==> config.mk <==
export PLATFORM = sky130hd
export DESIGN_NAME = conv_result_collector
export DESIGN_NICKNAME = d
export VERILOG_FILES = /design/src/rtl/conv_result_collector.sv
export SDC_FILE = /design/constraint.sdc
export NUM_CORES = 1
export LEC_CHECK = 0
export ABC_AREA = 1
export ABC_CLOCK_PERIOD_IN_PS = 4850
export CORE_MARGIN = 2
export CORE_UTILIZATION = 46
export CTS_CLUSTER_SIZE = 30
export DETAILED_ROUTE_END_ITERATION = 12
export HOLD_SLACK_MARGIN = 0.12
export PLACE_DENSITY = 0.73
export SYNTH_ARGS = -nofsm -noshare
export SYNTH_HDL_FRONTEND = slang
export SYNTH_SLANG_ARGS = --single-unit
==> constraint.sdc <==
create_clock -name clk -period 4.85 [get_ports clk]
set_input_delay 0.7275 -clock clk [delete_from_list [all_inputs] [get_ports clk]]
set_output_delay 0.7275 -clock clk [all_outputs]
set_load 0.02 [all_outputs]
==> src/rtl/conv_result_collector.sv <==
// Result collector for the Conv_acc output: captures qualified result words into a
// circular buffer and replays them on a valid/ready stream with frame-end marking.
module conv_result_collector #(
    parameter int DATA_W    = 64,
    parameter int DEPTH     = 16,
    parameter int FRAME_LEN = 9,
    parameter int AF_MARGIN = 4
) (
    input  logic                     clk,
    input  logic                     rst,
    input  logic [DATA_W-1:0]        i_Data,
    input  logic                     i_Data_en,
    input  logic                     i_clear,
    output logic [DATA_W-1:0]        o_data,
    output logic                     o_valid,
    input  logic                     i_ready,
    output logic                     o_last,
    output logic                     o_almost_full,
    output logic                     o_overflow,
    output logic [$clog2(DEPTH):0]   o_level,
    output logic [15:0]              o_frames
);

    localparam int AW = $clog2(DEPTH);
    localparam int LW = AW + 1;
    localparam int FW = $clog2(FRAME_LEN + 1);

    typedef enum logic [1:0] {
        ST_EMPTY  = 2'd0,
        ST_NORMAL = 2'd1,
        ST_FULL   = 2'd2
    } state_t;

    logic [DATA_W:0]   r_mem [DEPTH];
    logic [AW:0]       r_wr;
    logic [AW:0]       r_rd;
    logic [FW-1:0]     r_fcnt;
    state_t            r_state;
    logic [DATA_W-1:0] r_data;
    logic              r_valid;
    logic              r_last;
    logic              r_af;
    logic              r_ovf;
    logic [LW-1:0]     r_level;
    logic [15:0]       r_frames;

    logic              w_pop;
    logic              w_push;
    logic              w_drop;
    logic              w_last_in;
    logic [AW:0]       w_wr_next;
    logic [AW:0]       w_rd_next;
    logic [LW-1:0]     w_level_next;
    logic              w_empty_next;
    logic              w_full_next;
    logic              w_bypass;
    logic [DATA_W:0]   w_head;
    logic              w_af;

    // Next-state pointer, level and head-of-queue computation.
    always_comb begin
        w_pop        = r_valid & i_ready & ~i_clear;
        w_push       = i_Data_en & ~i_clear & ((r_state != ST_FULL) | w_pop);
        w_drop       = i_Data_en & ~i_clear & (r_state == ST_FULL) & ~w_pop;
        w_last_in    = (r_fcnt == FW'(FRAME_LEN - 1));
        w_wr_next    = r_wr + LW'(w_push);
        w_rd_next    = r_rd + LW'(w_pop);
        w_level_next = w_wr_next - w_rd_next;
        w_empty_next = (w_wr_next == w_rd_next);
        w_full_next  = (w_wr_next[AW] != w_rd_next[AW]) &&
                       (w_wr_next[AW-1:0] == w_rd_next[AW-1:0]);
        // A word written into a queue that would otherwise be empty goes straight to the output register.
        w_bypass     = w_push && (r_wr == w_rd_next);
        if (w_bypass) begin
            w_head = {w_last_in, i_Data};
        end else begin
            w_head = r_mem[w_rd_next[AW-1:0]];
        end
        w_af = ({1'b0, w_level_next} + (LW+1)'(AF_MARGIN)) >= (LW+1)'(DEPTH);
    end

    // Storage array write port.
    always_ff @(posedge clk) begin
        if (w_push) begin
            r_mem[r_wr[AW-1:0]] <= {w_last_in, i_Data};
        end
    end

    // Control state, registered outputs and status counters.
    always_ff @(posedge clk or negedge rst) begin
        if (!rst) begin
            r_wr     <= '0;
            r_rd     <= '0;
            r_fcnt   <= '0;
            r_state  <= ST_EMPTY;
            r_data   <= '0;
            r_valid  <= 1'b0;
            r_last   <= 1'b0;
            r_af     <= 1'b0;
            r_ovf    <= 1'b0;
            r_level  <= '0;
            r_frames <= 16'd0;
        end else if (i_clear) begin
            r_wr    <= '0;
            r_rd    <= '0;
            r_fcnt  <= '0;
            r_state <= ST_EMPTY;
            r_data  <= '0;
            r_valid <= 1'b0;
            r_last  <= 1'b0;
            r_af    <= 1'b0;
            r_ovf   <= 1'b0;
            r_level <= '0;
        end else begin
            r_wr    <= w_wr_next;
            r_rd    <= w_rd_next;
            r_level <= w_level_next;
            r_valid <= ~w_empty_next;
            r_last  <= w_head[DATA_W];
            r_data  <= w_head[DATA_W-1:0];
            r_af    <= w_af;
            r_ovf   <= r_ovf | w_drop;
            if (w_push && w_last_in) begin
                r_fcnt   <= '0;
                r_frames <= r_frames + 16'd1;
            end else if (w_push) begin
                r_fcnt <= r_fcnt + FW'(1);
            end else begin
                r_fcnt <= r_fcnt;
            end
            case (r_state)
                ST_EMPTY:  r_state <= w_push ? ST_NORMAL : ST_EMPTY;
                ST_NORMAL: r_state <= w_full_next  ? ST_FULL  :
                                      w_empty_next ? ST_EMPTY : ST_NORMAL;
                ST_FULL:   r_state <= w_full_next ? ST_FULL : ST_NORMAL;
                default:   r_state <= ST_EMPTY;
            endcase
        end
    end

    assign o_data        = r_data;
    assign o_valid       = r_valid;
    assign o_last        = r_last;
    assign o_almost_full = r_af;
    assign o_overflow    = r_ovf;
    assign o_level       = r_level;
    assign o_frames      = r_frames;

endmodule

Word-level counts from Yosys, hierarchy flattened. Memories as Yosys holds them, arrays and structs flattened. Index checks and enable logic that the tools add are counted.

Add/subtract/negate cells: 6. Order comparisons: 1. Equal/unequal tests: 8. Mux-type cells: 20. Bitwise logic cells: 11. Reductions and logical operators: 6.

Operators with widths (number): 65-bit 2-to-1 mux (1); 64-bit 2-to-1 mux (1); 16-bit by 1-bit adder with 16-bit output, second input constant (1); 5-bit 2-to-1 mux (3); 4-bit 2-to-1 mux (3); 5-bit by 1-bit adder with 5-bit output (2); 5-bit == test (2); 1-bit 2-to-1 mux (8); 5-bit by 3-bit adder with 6-bit output, second input constant (1); 1-bit AND (6); 6-bit by 5-bit >= comparator with 1-bit output, second input constant (1); 2-bit 2-to-1 mux (3); 2-bit one-hot mux with 3 select lines (1); 5-bit subtractor (1); 4-bit by 1-bit adder with 4-bit output, second input constant (1); 4-bit == test (1); 4-bit == test, second input constant (1); 1-bit logical AND (3); 1-bit inverter (3); 3-bit nonzero test (1); 2-bit by 1-bit == test with 1-bit output, second input constant (1); 2-bit == test, second input constant (1); 2-bit logical NOT (1); 2-bit != test, second input constant (1); 3 further kinds (4).

Register bits after elaboration: 105. Memory bits (writable): 1040. Input bits: 69. Output and inout bits: 89. Memories kept: 1.

Memories: r_mem (depth 16, bits a word 65, read ports 1, clocked after Yosys merged registers in 0, wr ports 1, line 34) `logic [DATA_W:0] r_mem [DEPTH];`.

Longest topological paths before layout. Gate-level depths: netlist of the first run.

Word-level depth: 10. Gate-level depth with buffers: 20. Mapped depth without buffers: 18.

Worst setup path before layout of the first run. OpenSTA, ideal clock, no wires.

Kind: input -> register. Start: in i_clear. End: mem r_mem[10][0] (netlist name), enable pin. Data arrival time: 4.222 ns. Required time: 4.361 ns. Slack: 0.139 ns. Stages: 9. Buffers on the path: 2. Cells stage by stage: buf_2 inv_2 buf_6 nand2_1 inv_2 nand2_2 clkinv_2 nand3_1 nor2_1.

Word-level cells in the longest chain between the ends: 6. Elaborated cells on any way between the ends: 7. Classes of those cells: mux (2); bitwise (5).

Ends and longest elaborated chain: start, declared (line 13) `input logic i_clear,`; 1-bit inverter (no line) (*); 1-bit AND (line 62) `w_pop = r_valid & i_ready & ~i_clear;`; 1-bit OR (line 63) `w_push = i_Data_en & ~i_clear & ((r_state != ST_FULL) | w_pop);`; 1-bit AND (*) (line 63); 1-bit 2-to-1 mux (*) (line 84) `if (w_push) begin`; 1-bit 2-to-1 mux (implied by the code) (*) (line 85) `r_mem[r_wr[AW-1:0]] <= {w_last_in, i_Data};`; end, declared (line 34).

Mark *: on every way between the ends. The rest lies on a longest branch, timed or not.

Worst setup path after layout of the first run.
Start: in i_clear. End: mem r_mem[4][10] (netlist name), enable pin.

Same word-level chain as after synthesis.

==> impl_metrics.ini, run 1 <==
[outcome]
outcome = finished clean

[setup_path]
worstSetupPathType = input port to register
reg2regPathDepth = 13
crit_end = r_mem[4][10]
crit_start = i_clear
cp.depth = 10
path_buf_inv = 6
path_common_cell = buf_4
startpoint_type = input port
rr_startpoint = o_valid
endpoint_kind = register
crit_required_ns = 5.19
reg2reg_slack_ns = 1.75
worstPathCellList = buf_4 -> inv_2 -> buf_4 -> nand2_1 -> inv_2 -> nand2_2 -> clkinv_2 -> nand3_1 -> nor2_4 -> buf_4
crit_family = buffers and inverters
slowest_stage = nor2_4
cp.arrival_ns = 3.58
critPathMaxStageDelay_ns = 0.75
critical_path.max_fanout = 27
r2r-end = o_data[27]

[synth]
ys.warnings.count = 0
synth_cell_types = 29
synth_top_area_cell = edfxtp_1
syn-cell-area_um2 = 46100
synth_area_leaders = edfxtp_1 68%, nand2_1 11%, nand3_1 10%, dfrtp_1 5.7%, clkbuf_1 1.5%
yosysTopAreaCellShare_pct = 67.7
ys_seq_elements = 1145
seq_area_frac_synth_pct = 73.4
syn_area_per_cell_um2 = 11.6
syn-num-nets = 4057
syn-instance-count = 3976

[timing]
tightest_slew_ns = 1.40
fmax_mhz = 308
finalCritPeriodShare_pct = 66.9
rsz0062_at_grt = no
period_needed_ns = 3.25
slew_violations = 0
hold_viol_final = 0
tns_ns = 0
relSlewSlack_pct = 6.63
finalSetupViolations = 0
finClkSkew_ns = 0.0355

[clock_tree]
h-tree-depth = 3
cts_inserted_buffers = 111
clk_latency_ns = 0.71
cts_buffer_depth = 3
clkSlewWorstSetupHoldPaths_ns = 0.06
cts-root-buf = clkbuf_16
cts_tree = built
clock-sinks = 1145
postCtsSetupBuffers = 0

[finish]
final_cells = 5449
drive_gt1_share_pct = 6.07
fin_util_pct = 53.1
diodes = 0
syn_to_final_growth_pct = 14.6
layout.cell_area.non_filler_um2 = 52900
nets = 4138

[detailed_routing]
drt_first_iter_violations = 3866
vias_per_cell = 5.68
ant_nets = 0
num_vias = 30977
post_drt_wl_per_cell_um = 21.8
drt_pass1_iterations = 6
drcViolationCount = 0
routed_wl_um = 119000

[die]
core_area_um2 = 99700
die_h_um = 321
die_w_um = 321
boundaryPins = 158
start_util_pct = 46.3
dieArea_um2 = 103000
rows = 116

[place]
dpl_cell_area_um2 = 49200
gp_congestion = 0.775
io_buffers = 157
dp_hpwl_um = 56600
dp.cells = 5241

[grt]
gr-total-overflow = 0
antenna_found_initial = 2
grt_pass1_vias = 29485
grt_pass1_wl_um = 180000
grt_max_degree = 236
grt_usage_pct = 22.9

[power]
pwr_density_cell_nw_per_um2 = 403
power.total_mw = 21.3
ir_drop_v = 0.000260
p_leak_nw = 19.4

[run]
cap_violations = 0

[worst_hold_path]
hold_class = input port to register
cells by family (layout without fill, tap and decap cells):
logic type / after synthesis / count (layout) / synth area share (%)
DFF: 1145 / 1145 / 73.4
and+or+nand+nor: 2450 / 2450 / 22.8
xor gates and xnor gates: 21 / 21 / 0.431
adders and majority gates: 12 / 12 / 0.342
buffers and inverters: 334 / 509 / 2.85
AOI/OAI and AO/OA: 14 / 14 / 0.168
layer usage:
layer	vias up	share of wire (%)	GRT usage, %
li1	14059	-	-
met1	15167	40	31.4
met2	1545	48	37.4
met3	202	9.1	3.54
met4	4	2.6	7.63
met5	-	0.014	0
worst reg2reg max path: cells and delay by family (launching register included):
family | cells | cell delay [ns]
adder cells (fa/ha/maj) | 2 | 0.52
flip-flops | 1 | 0.39
AND/OR/NAND/NOR | 8 | 1.40
buffers and inverters | 3 | 0.72
report_power, final:
part / leakage (nW) / switching, mW / total (mW) / internal (mW)
combinational: 6.92 / 1.17 / 1.72 / 0.546
sequential: 10.7 / 0.0560 / 11.0 / 10.9
clock: 1.79 / 3.67 / 8.67 / 5.00
total: 19.4 / 4.90 / 21.3 / 16.4
cells in the mapped netlist:
library cell,number
nand3_1,933
nor2_1,136
xnor2_1,5
a31oi_1,1
nand2_2,1
ha_1,11
buf_2,24
o41ai_1,1
nor4_1,1
dfrtp_1,105
nand4_1,56
buf_1,31
nand2_1,1313
xor2_2,2
nor3_1,6
inv_1,82
inv_2,3
o21ai_0,8
buf_6,4
nor2_4,1
fa_1,1
nand3b_1,1
clkinv_2,1
xor2_1,14
nand3_2,2
a21oi_1,3
clkbuf_1,189
a22oi_1,1
edfxtp_1,1040
stage by stage:
step | hold WS, ns | worst slack [ns]
5_1_grt | 0.317 | 1.47
3_3_place_gp | 0.503 | 0.970
2_1_floorplan | 0.432 | 0.139
4_1_cts | 0.281 | 1.68
6_report | 0.309 | 1.60
3_5_place_dp | 0.525 | 0.966
layout by cell type, fill, tap and decap left out, types with 3 or more instances in the layout:
| master | count |
|---|---|
| clkbuf_8 | 4 |
| xor2_1 | 13 |
| edfxtp_1 | 1040 |
| nand3_1 | 933 |
| nor2_4 | 17 |
| buf_12 | 18 |
| bufinv_16 | 13 |
| xnor2_1 | 4 |
| clkinv_1 | 23 |
| clkinv_2 | 22 |
| clkdlybuf4s50_1 | 155 |
| nand4_1 | 56 |
| clkbuf_1 | 25 |
| xor2_4 | 3 |
| nor2_1 | 120 |
| a21oi_1 | 3 |
| nor3_1 | 6 |
| inv_6 | 3 |
| inv_1 | 81 |
| clkbuf_16 | 112 |
| ha_1 | 9 |
| nand2_1 | 1311 |
| buf_4 | 41 |
| dfrtp_1 | 105 |
| o21ai_0 | 8 |
worst min path at each step:
stage                     to        from  depth (start not counted)
3_3_place_gp      o_overflow  o_overflow                          2
3_5_place_dp      o_overflow  o_overflow                          2
6_report          o_overflow     i_clear                          4
2_1_floorplan  o_almost_full         rst                          0
4_1_cts           o_overflow     i_clear                          4
5_1_grt           o_overflow     i_clear                          4
final cells by class:
class | count | area, µm²
Sequential cell | 1145 | 33900
Inverter | 86 | 339
Tap cell | 1298 | 1620
Clock buffer | 141 | 2950
Timing Repair Buffer | 216 | 2240
Clock inverter | 66 | 702
Multi-Input combinational cell | 2497 | 11200
Fill cell | 8006 | 46800
registers in the layout, indices dropped and copies added, names as in the netlist, 2 cells and up:
register	cells
r_mem	1040
o_data	64
o_frames	16
o_level	5
r_rd	5
r_wr	5
r_fcnt	4
r_state	2
timing repair:
| item | in CTS | in global routing |
|---|---|---|
| resized for setup | 0 | 0 |
| hold buffers | 1 | 0 |
| hold endpoints to repair | 59 | 0 |
(Power assumes the default switching activity.)
==> inputs of run 2 (changes only) <==
ABC_CLOCK_PERIOD_IN_PS = 3300   (was 4850)
clock period = 3.3 ns   (was 4.85 ns; I/O delays follow)
==> run 2 against run 1 <==
Via count up 0.95%. Die area unchanged. Wire length rose by 1.9%. Sequential share of layout area down 1.2 points. Non-clock buffer count up 50. Cell count increased by 0.97%. Critical endpoint is now o_almost_full.
==> impl_metrics.ini, run 2 (same netlist as run 1, synthesis figures left out) <==
[outcome]
outcome = finished clean

[die]
boundaryPins = 158
die_w_um = 321
core_area_um2 = 99700
start_util_pct = 46.3
rows = 116
die_h_um = 321
dieArea_um2 = 103000

[setup_path]
path_common_cell = nand2_1
worstPathCellList = nand3_1 -> nand2_1 -> nand2_2 -> clkinv_2 -> ha_1 -> xnor2_1 -> inv_1 -> ha_1 -> nand2_1 -> o21ai_0 -> xor2_1 -> nand2_1 -> o21ai_0
path_buf_inv = 2
reg2reg_slack_ns = 0.58
slowest_stage = xnor2_1
crit_family = XOR/XNOR gates
crit_required_ns = 3.90
critPathMaxStageDelay_ns = 0.41
startpoint_type = register
reg2regPathDepth = 13
cp.arrival_ns = 3.32
rr_startpoint = o_valid
endpoint_kind = register
worstSetupPathType = register to register
r2r-end = o_almost_full
critical_path.max_fanout = 10

[place]
place_ws_ns = 0.0643
io_buffers = 157
gp_congestion = 0.799
dp.cells = 5291
dp_hpwl_um = 64500
dpl_cell_area_um2 = 50200

[detailed_routing]
met1_length_um = 48200
met2_length_um = 57900
routed_wl_um = 121000
num_vias = 31271
top_layer = met4
drt_pass1_iterations = 6
post_drt_wl_per_cell_um = 22.0
ant_nets = 0
route.met3.wl_um = 11300
vias_per_cell = 5.68
drcViolationCount = 0
drt_first_iter_violations = 3480

[grt]
grt_max_degree = 113
gr-total-overflow = 0
antenna_found_initial = 2
grt_pass1_wl_um = 183000
grt_usage_pct = 23.3
grt_pass1_vias = 30206

[worst_hold_path]
whs_endpoint = o_overflow
hold_class = input port to register
whs_path_depth = 4
hold_start = i_clear

[timing]
holdWs_ns = 0.216
hold_viol_final = 0
relSlewSlack_pct = 29.2
period_needed_ns = 2.72
slew_violations = 0
finalSetupViolations = 0
tightest_slew_ns = 1.06
fmax_mhz = 367
setup_ws_ns = 0.578
tns_ns = 0
finalCritPeriodShare_pct = 82.5
rsz0062_at_grt = no
finClkSkew_ns = 0.0243

[finish]
fin_util_pct = 54.1
drive_gt1_share_pct = 7.38
layout.cell_area.non_filler_um2 = 53900
syn_to_final_growth_pct = 16.9
final_cells = 5502
largest_register_ffs = 1040
nets = 4187
most-common-layout-cells = 1311 x nand2_1, 1040 x edfxtp_1, 933 x nand3_1, 155 x clkdlybuf4s50_1, 120 x nor2_1
final_common_cell = nand2_1

[power]
power.total_mw = 31.7
p_leak_nw = 19.9
ir_drop_v = 0.000389
pwr_density_cell_nw_per_um2 = 588

[clock_tree]
cts-resized-gates = 0
cts_tree = built
cts-root-buf = clkbuf_16
cts_inserted_buffers = 110
cts_hold_buf = 1
clk_latency_ns = 0.69
clock-sinks = 1145
clkSlewWorstSetupHoldPaths_ns = 0.06
postCtsSetupBuffers = 0
h-tree-depth = 3
cts_buffer_depth = 3

[run]
cap_violations = 0
==> run 2: routing by layer <==
layer,vias up,global-route usage (%)
met5,-,0
met4,0,8.82
met3,234,3.49
met2,1639,37.9
met1,15254,31.9
li1,14144,-
==> run 2: where the power goes <==
part | leakage (nW) | total, mW | internal (mW) | switching (mW)
clock network | 1.84 | 13.0 | 7.60 | 5.35
registers | 10.7 | 16.1 | 16.0 | 0.0868
logic | 7.35 | 2.66 | 0.881 | 1.78
==> run 2: tightest hold or removal path: stages <==
cell     delay (ns)
buf_4          0.09
inv_2          0.07
nand2_1        0.10
o21ai_0        0.09
==> run 2: worst max-delay path by stage <==
stage          startpoint            end  slack (ns)  cells after the start
3_5_place_dp      i_ready  o_almost_full        0.06                     14
5_1_grt        r_state[1]  o_almost_full        0.32                     14
3_3_place_gp      i_ready  o_almost_full        0.13                     12
4_1_cts           o_valid  o_almost_full        0.60                     13
6_report          o_valid  o_almost_full        0.58                     13
2_1_floorplan     i_clear   r_mem[14][0]       -0.15                      9
==> run 2: cell type report <==
class | count | area, µm²
Clock buffer | 143 | 3050
Tap cell | 1298 | 1620
Clock inverter | 66 | 691
Timing Repair Buffer | 266 | 3170
Multi-Input combinational cell | 2497 | 11200
Sequential cell | 1145 | 33900
Antenna cell | 1 | 2.50
Fill cell | 7927 | 45800
Inverter | 86 | 339
